[config.mk]
export PLATFORM = sky130hd
export DESIGN_NAME = pipeline_hazard_sequencer
export DESIGN_NICKNAME = d
export VERILOG_FILES = /design/src/rtl/pipeline_hazard_sequencer.sv
export SDC_FILE = /design/constraint.sdc
export NUM_CORES = 1
export LEC_CHECK = 0
export ABC_AREA = 1
export CAP_MARGIN = 20
export CELL_PAD_IN_SITES_DETAIL_PLACEMENT = 1
export CELL_PAD_IN_SITES_GLOBAL_PLACEMENT = 2
export CORE_MARGIN = 2
export CORE_UTILIZATION = 23
export CTS_CLUSTER_SIZE = 8
export DETAILED_ROUTE_END_ITERATION = 8
export GPL_TIMING_DRIVEN = 0
export HOLD_SLACK_MARGIN = 0.02
export PLACE_DENSITY = 0.81
export SYNTH_ARGS = -nofsm -noshare
export SYNTH_HDL_FRONTEND = slang
export SYNTH_SLANG_ARGS = --single-unit
[constraint.sdc]
create_clock -name CLK -period 1.6 [get_ports CLK]
set_clock_uncertainty 0.15 [all_clocks]
set_input_delay 0.16 -clock CLK [delete_from_list [all_inputs] [get_ports CLK]]
set_output_delay 0.16 -clock CLK [all_outputs]
set_load 0.05 [all_outputs]
[src/rtl/pipeline_hazard_sequencer.sv]
// Stall/flush sequencer for the 5-stage pipeline: merges jump, JEQ, load-use and memory-wait
// hazards into per-stage write/flush controls, with a wait timeout and a lost-cycle counter.
module pipeline_hazard_sequencer #(
  parameter int unsigned REGW = 5,
  parameter int unsigned TMO  = 16,
  parameter int unsigned CNTW = 16
) (
  input  logic            CLK,
  input  logic            RST,
  input  logic            JMPControl,
  input  logic            JEQControl,
  input  logic            ID_EXMemRead,
  input  logic [REGW-1:0] ID_EXRd,
  input  logic [REGW-1:0] IF_IDRs,
  input  logic [REGW-1:0] IF_IDRt,
  input  logic            MEM_REQ,
  input  logic            MEM_READY,
  output logic            PCWrite,
  output logic            IF_IDWrite,
  output logic            ID_EXWrite,
  output logic            EX_MAWrite,
  output logic            IF_IDFLUSH,
  output logic            ID_EXFLUSH,
  output logic            EX_MAFLUSH,
  output logic            MA_WBFLUSH,
  output logic            MEM_ERR,
  output logic [CNTW-1:0] STALL_CNT
);

  localparam int unsigned TmrW = (TMO > 1) ? $clog2(TMO) : 1;
  localparam logic [TmrW-1:0] TmrLast = TmrW'(TMO - 1);

  typedef enum logic [1:0] {StRun, StLdStall, StMemWait, StRedir} state_e;

  state_e          state_q, state_d;
  logic [TmrW-1:0] timer_q;
  logic            mem_err_q;
  logic [CNTW-1:0] stall_cnt_q;

  logic mw, lu, redirect, lost_cycle;

  assign mw       = MEM_REQ & ~MEM_READY;
  assign lu       = ID_EXMemRead && (ID_EXRd != '0) &&
                    ((ID_EXRd == IF_IDRs) || (ID_EXRd == IF_IDRt));
  assign redirect = JEQControl | JMPControl;

  always_ff @(posedge CLK) begin
    if (RST) begin
      state_q <= StRun;
    end else begin
      state_q <= state_d;
    end
  end

  always_comb begin
    state_d = StRun;
    unique case (state_q)
      StRun: begin
        if (mw) begin
          state_d = StMemWait;
        end else if (redirect) begin
          state_d = StRedir;
        end else if (lu) begin
          state_d = StLdStall;
        end
      end
      StLdStall, StMemWait, StRedir: begin
        if (mw) state_d = StMemWait;
      end
      default: state_d = StRun;
    endcase
  end

  always_comb begin
    PCWrite    = 1'b1;
    IF_IDWrite = 1'b1;
    ID_EXWrite = 1'b1;
    EX_MAWrite = 1'b1;
    IF_IDFLUSH = 1'b0;
    ID_EXFLUSH = 1'b0;
    EX_MAFLUSH = 1'b0;
    MA_WBFLUSH = 1'b0;
    if (RST) begin
      PCWrite    = 1'b0;
      IF_IDWrite = 1'b0;
      ID_EXWrite = 1'b0;
      EX_MAWrite = 1'b0;
      IF_IDFLUSH = 1'b1;
      ID_EXFLUSH = 1'b1;
      EX_MAFLUSH = 1'b1;
      MA_WBFLUSH = 1'b1;
    end else if (mw) begin
      // Freeze everything upstream of MA; pending redirects act once the wait releases.
      PCWrite    = 1'b0;
      IF_IDWrite = 1'b0;
      ID_EXWrite = 1'b0;
      EX_MAWrite = 1'b0;
      MA_WBFLUSH = 1'b1;
    end else if (JEQControl) begin
      IF_IDFLUSH = 1'b1;
      ID_EXFLUSH = 1'b1;
      EX_MAFLUSH = 1'b1;
    end else if (JMPControl) begin
      IF_IDFLUSH = 1'b1;
      ID_EXFLUSH = 1'b1;
    end else if (lu && (state_q != StRedir)) begin
      PCWrite    = 1'b0;
      IF_IDWrite = 1'b0;
      ID_EXFLUSH = 1'b1;
    end
  end

  assign lost_cycle = ~(PCWrite & IF_IDWrite & ID_EXWrite & EX_MAWrite) |
                      IF_IDFLUSH | ID_EXFLUSH | EX_MAFLUSH | MA_WBFLUSH;

  // Timer counts every wait cycle, including the one that leaves RUN.
  always_ff @(posedge CLK) begin
    if (RST) begin
      timer_q   <= '0;
      mem_err_q <= 1'b0;
    end else if (mw) begin
      if (timer_q == TmrLast) begin
        mem_err_q <= 1'b1;
      end else begin
        timer_q <= timer_q + TmrW'(1);
      end
    end else begin
      timer_q <= '0;
    end
  end

  always_ff @(posedge CLK) begin
    if (RST) begin
      stall_cnt_q <= '0;
    end else if (lost_cycle && (stall_cnt_q != '1)) begin
      stall_cnt_q <= stall_cnt_q + CNTW'(1);
    end
  end

  assign MEM_ERR   = mem_err_q;
  assign STALL_CNT = stall_cnt_q;

endmodule

# Yosys cells after proc, flatten, opt, wreduce, memory -nomap -nowiden
# Cells that the tools add are included.
# totals
in_bits,22
output_inout_bits,25
reg_bits,23
elab_cells,61
# op_classes
mux,26
n_bitwise,11
reduce_logical,10
n_eq_ne,8
add_sub_neg,2
# ops
cell,n
1-bit two-way mux,22
"16-bit by 1-bit adder with 16-bit output, second input constant",1
"16-bit inequality test, second input constant",1
5-bit == test,2
2-bit two-way mux,3
1-bit bitwise OR,5
5-bit nonzero test,1
"4-bit by 1-bit adder with 4-bit output, second input constant",1
"2-bit == test, second input constant",2
"4-bit == test, second input constant",1
1-bit logical AND,4
2-bit case mux with 2 select lines,1
1-bit bitwise AND,3
1-bit inverter,3
3-bit OR reduction,1
"2-bit by 1-bit == test with 1-bit output, second input constant",1
2-bit zero test,1
"2-bit inequality test, second input constant",1
2-bit AND reduction,1
2-bit OR reduction,1
1-bit logical OR,1

# Depth between registers and ports, before layout
# Gate-level depths: netlist of the first run.
# logic_depth
ltp_word,17
mapped_depth,12
ltp_nobuf,11

# Least setup slack after synthesis of the first run
# OpenSTA, ideal clock, no wires.
# synth_timing
path_kind,input to output
start,input port RST
end,output port PCWrite
t_arrival_ns,1.887
stages,5
required_time_ns,1.290
path_slack_ns,-0.597
path_cell_list,buf_2 -> nor2_1 -> o31ai_1 -> inv_1 -> buf_4
# synth_between
elab_chain_len,1
# synth_lines
element,line_no,rtl
"start, declared",9,"input logic RST,"
1-bit two-way mux,n/a,
"end, declared",18,"output logic PCWrite,"
# Every way passes these cells.

# Worst setup path after layout of the first run
# layout_timing
start,register state_q[1]
end,output port PCWrite
# layout_between
elab_chain_len,7
# layout_lines
element,line_no,rtl
"start, declared",35,"state_e state_q, state_d;"
"start signal, assigned",49,state_q <= StRun;
"start signal, assigned",51,state_q <= state_d;
2-bit inequality test,106,end else if (lu && (state_q != StRedir)) begin
1-bit logical AND,106,
1-bit two-way mux,106,
1-bit two-way mux,103,end else if (JMPControl) begin
1-bit two-way mux,99,end else if (JEQControl) begin
1-bit two-way mux,92,end else if (mw) begin
1-bit two-way mux,83,if (RST) begin
# Every way passes these cells.

==> results of run 1 <==
-- logic make-up (layout without fill, tap and decap cells) --
family / after synthesis / in the layout
simple gates: 128 / 128
buf+inv: 41 / 134
compound gates: 29 / 29
flops: 23 / 23
xor+xnor: 13 / 13
fa+ha+maj: 4 / 4
-- final cells by class --
| cell class | instances | area [um^2] | share of cell area [%] |
|---|---|---|---|
| Tap cell | 99 | 124 | 3.94 |
| Sequential cell | 23 | 520 | 16.5 |
| Clock inverter | 1 | 5.00 | 0.159 |
| Timing Repair Buffer | 90 | 861 | 27.4 |
| Multi-Input combinational cell | 174 | 1380 | 43.9 |
| Inverter | 32 | 125 | 3.98 |
| Clock buffer | 3 | 41.3 | 1.31 |
| Buffer | 8 | 90.1 | 2.86 |
-- cell usage after synthesis (all sizes together) --
cell type	instances
a21boi	1
nand2	64
o31ai	1
nor4	2
xor2	8
nor2	26
a21oi	17
nand4	4
or2	1
nand3	26
buf	8
inv	32
o21ai	7
a211oi	1
nor3	4
nand3b	1
dfxtp	23
xnor2	5
clkbuf	1
a31oi	2
ha	4
-- metrics by stage --
step / hold slack (ns) / setup WS [ns]
6_report: 0.0715 / -0.180
3_3_place_gp: 0.309 / -1.10
3_5_place_dp: 0.308 / -1.10
5_1_grt: 0.0746 / -0.250
2_1_floorplan: 0.222 / -0.104
4_1_cts: 0.0563 / -0.195
-- state kept, by name (all words and copies together) (netlist names) --
signal	cells
MEM_ERR	1
STALL_CNT	16
state_q	2
timer_q	4
-- critical path, cell delays in order (launching register included) --
cell     delay, ns
dfxtp_2       0.34
ha_4          0.16
inv_2         0.06
nand3_4       0.07
o31ai_2       0.17
inv_1         0.11
buf_6         0.13
buf_8         0.14
-- worst max path at each step --
stage,from,to,slack (ns),depth (start not counted)
5_1_grt,state_q[1],PCWrite,-0.25,7
3_5_place_dp,ID_EXRd[0],PCWrite,-1.10,12
2_1_floorplan,RST,PCWrite,-0.10,5
6_report,state_q[1],PCWrite,-0.18,7
3_3_place_gp,ID_EXRd[3],PCWrite,-1.10,12
4_1_cts,state_q[1],PCWrite,-0.19,7
-- power by group through the flow --
stage / Combinational (mW) / Clock [mW] / Sequential (mW)
6_report: 0.415 / 0.382 / 0.589
5_1_grt: 0.450 / 0.430 / 0.591
4_1_cts: 0.399 / 0.407 / 0.589
3_5_place_dp: 0.333 / 0 / 0.602
3_3_place_gp: 0.331 / 0 / 0.600
2_1_floorplan: 0.180 / 0 / 0.624
-- metal layers --
metal  GRT usage (%)  part of all wire, %  vias up  wire, um
met4            4.10                  2.5        0       153
met1            16.3                   39      887      2410
met2            29.8                   55       48      3440
met5               0                    0        -         0
met3            2.85                  3.9       15       241
li1                -                    -      948         -
-- repair_timing --
action                                 in CTS  in global routing
endpoints found under the hold margin       0                  0
setup endpoints to repair                  41                 21
resized for setup                         149                 46
gates cloned                                3                  0
pin swaps                                  33                 41
setup buffers                              30                 14
==> results.py, run 1 <==
metrics = {
    "route": {
        "drc": 0,
        "drt_wl_total_um": 6240,
        "dr.first_iter.drc_count": 40,
        "wl_per_cell_um": 14.5,
        "avgViaCountPerCell": 4.41,
        "first_pass_iters": 4,
        "antenna_left": 0,
        "vias": 1898,
    },
    "final_layout": {
        "drive_gt1_share_pct": 53.5,
        "final_cell_mix": "nand2_1, buf_4, inv_1",
        "mostFrequentLayoutCell": "nand2_1",
        "diodes": 0,
        "area_growth_syn_to_layout_pct": 84.9,
        "final_util_pct": 43.6,
        "instances_no_fill": 430,
        "nets": 358,
        "design_area_um2": 3150,
        "n_fill_cell": 872,
    },
    "global_route": {
        "antenna_found_initial": 0,
        "gr-total-overflow": 0,
        "grt_pass1_vias": 2009,
        "grt_pass1_wl_um": 9880,
        "track_usage_pct": 15.1,
        "grt_start_max_net_pins": 14,
    },
    "critical_path": {
        "worstPathArrival_ns": 1.47,
        "reg2reg_depth": 9,
        "reg2reg_slack_ns": -0.12,
        "r2r_end": "STALL_CNT[0]",
        "critPathLaunchType": "flop",
        "path_class": "reg2out",
        "cp.required_ns": 1.29,
        "crit_path_end_kind": "output port",
        "crit_fanout": 2,
        "r2r-start": "STALL_CNT[0]",
    },
    "outcome": {
        "status": "complete, but fails checks",
        "violations": "setup timing",
    },
    "synthesis": {
        "syn_avg_cell_area_um2": 7.15,
        "mappedNetlistArea_um2": 1700,
        "synth_compound_area_share_pct": 11.3,
        "yosys.area.top_type": "dfxtp_1",
        "synth_area_leaders": "dfxtp_1, nand2_1, inv_1",
        "synth_top_family_by_area": "simple AND/OR/NAND/NOR gates",
        "yosys.area_share.simple_pct": 40.1,
        "synth_top_area_share_pct": 27.1,
        "synthMuxAreaShare_pct": 0,
        "synth_cell_type_count": 33,
        "synth_xor_area_share_pct": 6.69,
        "synth_adder_area_share_pct": 2.94,
        "synthCells": 238,
        "ys_seq_elements": 23,
        "syn_nets": 264,
        "seq_area_frac_synth_pct": 27.1,
        "synth_warnings": 0,
    },
    "timing": {
        "rsz0062_at_grt": "true",
        "fin_crit_sh_pct": 111,
        "period_minus_slack_ns": 1.78,
        "setup_tns_ns": -1.45,
        "slew_headroom_pct": 47.2,
        "hold_violations": 0,
        "slew_violations": 0,
        "timing.fmax_ghz": 0.562,
        "final-setup-viol-count": 19,
        "finalWorstSetupSlack_ns": -0.180,
        "worst_pin_slew_ns": 0.792,
    },
    "die": {
        "die_w_um": 90.0,
        "rows": 31,
        "die_h_um": 90.0,
        "die_area_um2": 8100,
        "initial_utilization_pct": 23.6,
        "io_pins": 47,
        "core_area_um2": 7210,
    },
    "power_and_ir_drop": {
        "clkPwrFrac_pct": 27.6,
        "power.switching_mw": 0.466,
        "pwr-share-seq_pct": 42.5,
        "p_comb_share_pct": 30.0,
        "ir_drop_uv": 234,
        "sw_frac_of_total_pct": 33.6,
        "power.leakage_nw": 1.54,
        "power_mw": 1.39,
        "powerDensity_nw_per_um2": 441,
        "p_int_mw": 0.920,
    },
    "cts": {
        "cts_buffers": 3,
        "clk_pin_slew_ns": 0.09,
        "tritoncts": "built",
        "cts_max_level": 1,
        "clock_latency_ns": 0.28,
        "root_buffer": "clkbuf_8",
        "cts_sinks": 23,
        "clockBufferDepth": 2,
        "hold_buffers": 0,
    },
    "worst_hold_path": {
        "hold-path-endpoint": "STALL_CNT[1]",
        "min_from": "RST",
        "hp-class": "in2reg",
        "worstHoldPathCells": 2,
    },
    "placement": {
        "dpl.hpwl_um": 3610,
        "placed_area_um2": 2440,
        "dp.cells": 382,
        "portBuffers": 45,
        "finalWeightedCongestion": 0.760,
    },
    "flow_run": {
        "maxCapViolations": 0,
    },
}
No activity file was read; power rests on OpenSTA's default activity.
==> run 2: changes to the inputs <==
CORE_UTILIZATION = 28   (was 23)
CTS_CLUSTER_SIZE = 20   (was 8)
PLACE_DENSITY = 0.91   (was 0.81)
clock period = 2.1 ns   (was 1.6 ns; I/O delays follow)
==> run 2 against run 1 <==
Compared with the run above:
- the run now ends clean
- via count is 12% lower
- final area fell by 27%
- routed wire length is 30% lower
- sequential share of layout area increased by 3.5 points
- non-clock buffer count is 42 lower
- clock power decreased by 26%
- critical path depth increased by 2
- hold slack gained 0.030 ns
- power is 30% lower
- utilization fell by 4.7 points
- setup slack improved by 0.25 ns
- critical path type is now in2out
- largest cell class unchanged
==> results.py, run 2 (synthesis gave the netlist of run 1 again) <==
metrics = {
    "outcome": {
        "status": "finished clean",
    },
    "route": {
        "first_pass_iters": 4,
        "drc": 0,
        "wl_per_cell_um": 12.0,
        "drt_wl_total_um": 4380,
        "vias": 1673,
        "dr.first_iter.drc_count": 27,
        "avgViaCountPerCell": 4.60,
        "antenna_left": 0,
    },
    "power_and_ir_drop": {
        "sw_frac_of_total_pct": 31.0,
        "ir_drop_uv": 228,
        "powerDensity_nw_per_um2": 426,
        "pwr-share-seq_pct": 46.9,
        "clkPwrFrac_pct": 28.9,
        "power.switching_mw": 0.302,
        "p_int_mw": 0.674,
        "p_comb_share_pct": 24.2,
        "power.leakage_nw": 0.975,
    },
    "critical_path": {
        "crit_path_end_kind": "output port",
        "cp_common_cell": "buf_4",
        "worstPathArrival_ns": 1.67,
        "crit_fanout": 3,
        "cp_cell_sequence": "clkdlybuf4s50_1 > xnor2_1 > nand3_1 > nand2_2 > nand3_4 > o31ai_4 > inv_2 > buf_4 > buf_4",
        "cp-startpoint": "IF_IDRs[2]",
        "worst_path_largest_cell_delay_ns": 0.47,
        "cp_slowest_cell": "clkdlybuf4s50_1",
        "cp.required_ns": 1.74,
        "critPathLaunchType": "input port",
        "path_class": "in2out",
        "r2r-start": "STALL_CNT[0]",
    },
    "die": {
        "core_area_um2": 5890,
        "die_h_um": 82.0,
        "die_w_um": 82.0,
        "rows": 28,
        "io_pins": 47,
        "die_area_um2": 6720,
        "initial_utilization_pct": 28.9,
    },
    "global_route": {
        "grt_pass1_vias": 1659,
        "track_usage_pct": 14.1,
        "antenna_found_initial": 0,
        "grt_pass1_wl_um": 7420,
        "gr-total-overflow": 0,
        "grt_start_max_net_pins": 13,
    },
    "timing": {
        "period_minus_slack_ns": 2.03,
        "slew_headroom_pct": 46.4,
        "final-setup-viol-count": 0,
        "worst_pin_slew_ns": 0.805,
        "slew_violations": 0,
        "timing.fmax_ghz": 0.494,
        "rsz0062_at_grt": "true",
        "setup_tns_ns": 0,
        "finalWorstSetupSlack_ns": 0.0741,
        "fin_crit_sh_pct": 96.5,
        "hold_violations": 0,
    },
    "final_layout": {
        "mostFrequentLayoutCell": "nand2_1",
        "final_cell_mix": "nand2_1, inv_1, clkdlybuf4s50_1",
        "area_growth_syn_to_layout_pct": 34.7,
        "diodes": 0,
        "drive_gt1_share_pct": 22.1,
        "largest_register_ffs": 16,
        "nets": 316,
        "n_fill_cell": 751,
    },
    "placement": {
        "dpl_worst_slack_ns": -0.719,
        "portBuffers": 45,
        "dpl.hpwl_um": 3500,
        "finalWeightedCongestion": 0.727,
    },
    "flow_run": {
        "maxCapViolations": 0,
    },
    "cts": {
        "clock_latency_ns": 0.27,
        "clockBufferDepth": 2,
        "tritoncts": "built",
        "hold_buffers": 0,
        "cts_sinks": 23,
        "root_buffer": "clkbuf_8",
        "cts_max_level": 1,
        "clk_pin_slew_ns": 0.09,
        "cts_buffers": 3,
    },
    "worst_hold_path": {
        "hp-class": "in2reg",
        "min_from": "RST",
    },
}
[run 2: cell count changes in the layout (fill, tap and decap cells not counted), moves of 10 or more]
cell / before / now
dfxtp_4: 15 / 0
buf_4: 27 / 6
buf_6: 22 / 0
nand2_1: 42 / 52
nand2_4: 12 / 2
nand3_1: 6 / 17
clkdlybuf4s50_1: 1 / 24
dfxtp_1: 5 / 23
[run 2: layer usage]
layer / share of wire (%) / GRT usage (%) / vias to the layer above
met5: 0 / 0 / -
met1: 42 / 16.4 / 777
met2: 54 / 27.2 / 29
li1: - / - / 865
met3: 3.2 / 2.64 / 2
met4: 0.43 / 2.00 / 0
[run 2: final timing paths]
path / to / slack, ns / cells past startpoint
worst max register to register: STALL_CNT[0] / 0.22 / 7
worst min register to register: MEM_ERR / 0.34 / 2
worst max-delay path: PCWrite / 0.07 / 9
worst min-delay path: STALL_CNT[3] / 0.10 / 2
[run 2: what timing repair did]
item                                    4_1_cts  5_1_grt
setup buffers                                 2        0
endpoints found under the setup margin        8        5
gates resized for setup                      38        9
hold endpoints to repair                      0        0
pin swaps                                     8        2
[run 2: cell type report]
class	instances	area (um^2)	share of cell area, %
Clock buffer	4	45.0	1.97
Buffer	9	81.3	3.55
Timing Repair Buffer	47	433	18.9
Multi-Input combinational cell	174	1060	46.2
Sequential cell	23	460	20.1
Tap cell	75	93.8	4.09
Inverter	32	120	5.24
[run 2: power groups by stage]
stage	clock network, mW	logic (mW)	registers [mW]
after global placement	0	0.242	0.468
after CTS	0.297	0.238	0.459
after detailed placement	0	0.245	0.469
final	0.282	0.236	0.458
after floorplan	0	0.129	0.486
after global routing	0.310	0.260	0.460
[run 2: critical path, delay by kind of cell]
family                    cells  cell delay [ns]
xor gates and xnor gates      1             0.13
buffers and inverters         4             0.84
and+or+nand+nor               3             0.29
AOI/OAI and AO/OA             1             0.20
[run 2: stage by stage]
step	hold slack [ns]	area, um^2	total power, mW	util, %	cells
5_1_grt	0.115	2290	1.03	38.9	364
3_5_place_dp	0.312	2250	0.714	38.2	358
4_1_cts	0.104	2300	0.994	39.0	364
3_3_place_gp	0.310	2250	0.710	38.2	358
2_1_floorplan	0.259	1700	0.615	-	238
6_report	0.102	2290	0.976	38.9	364
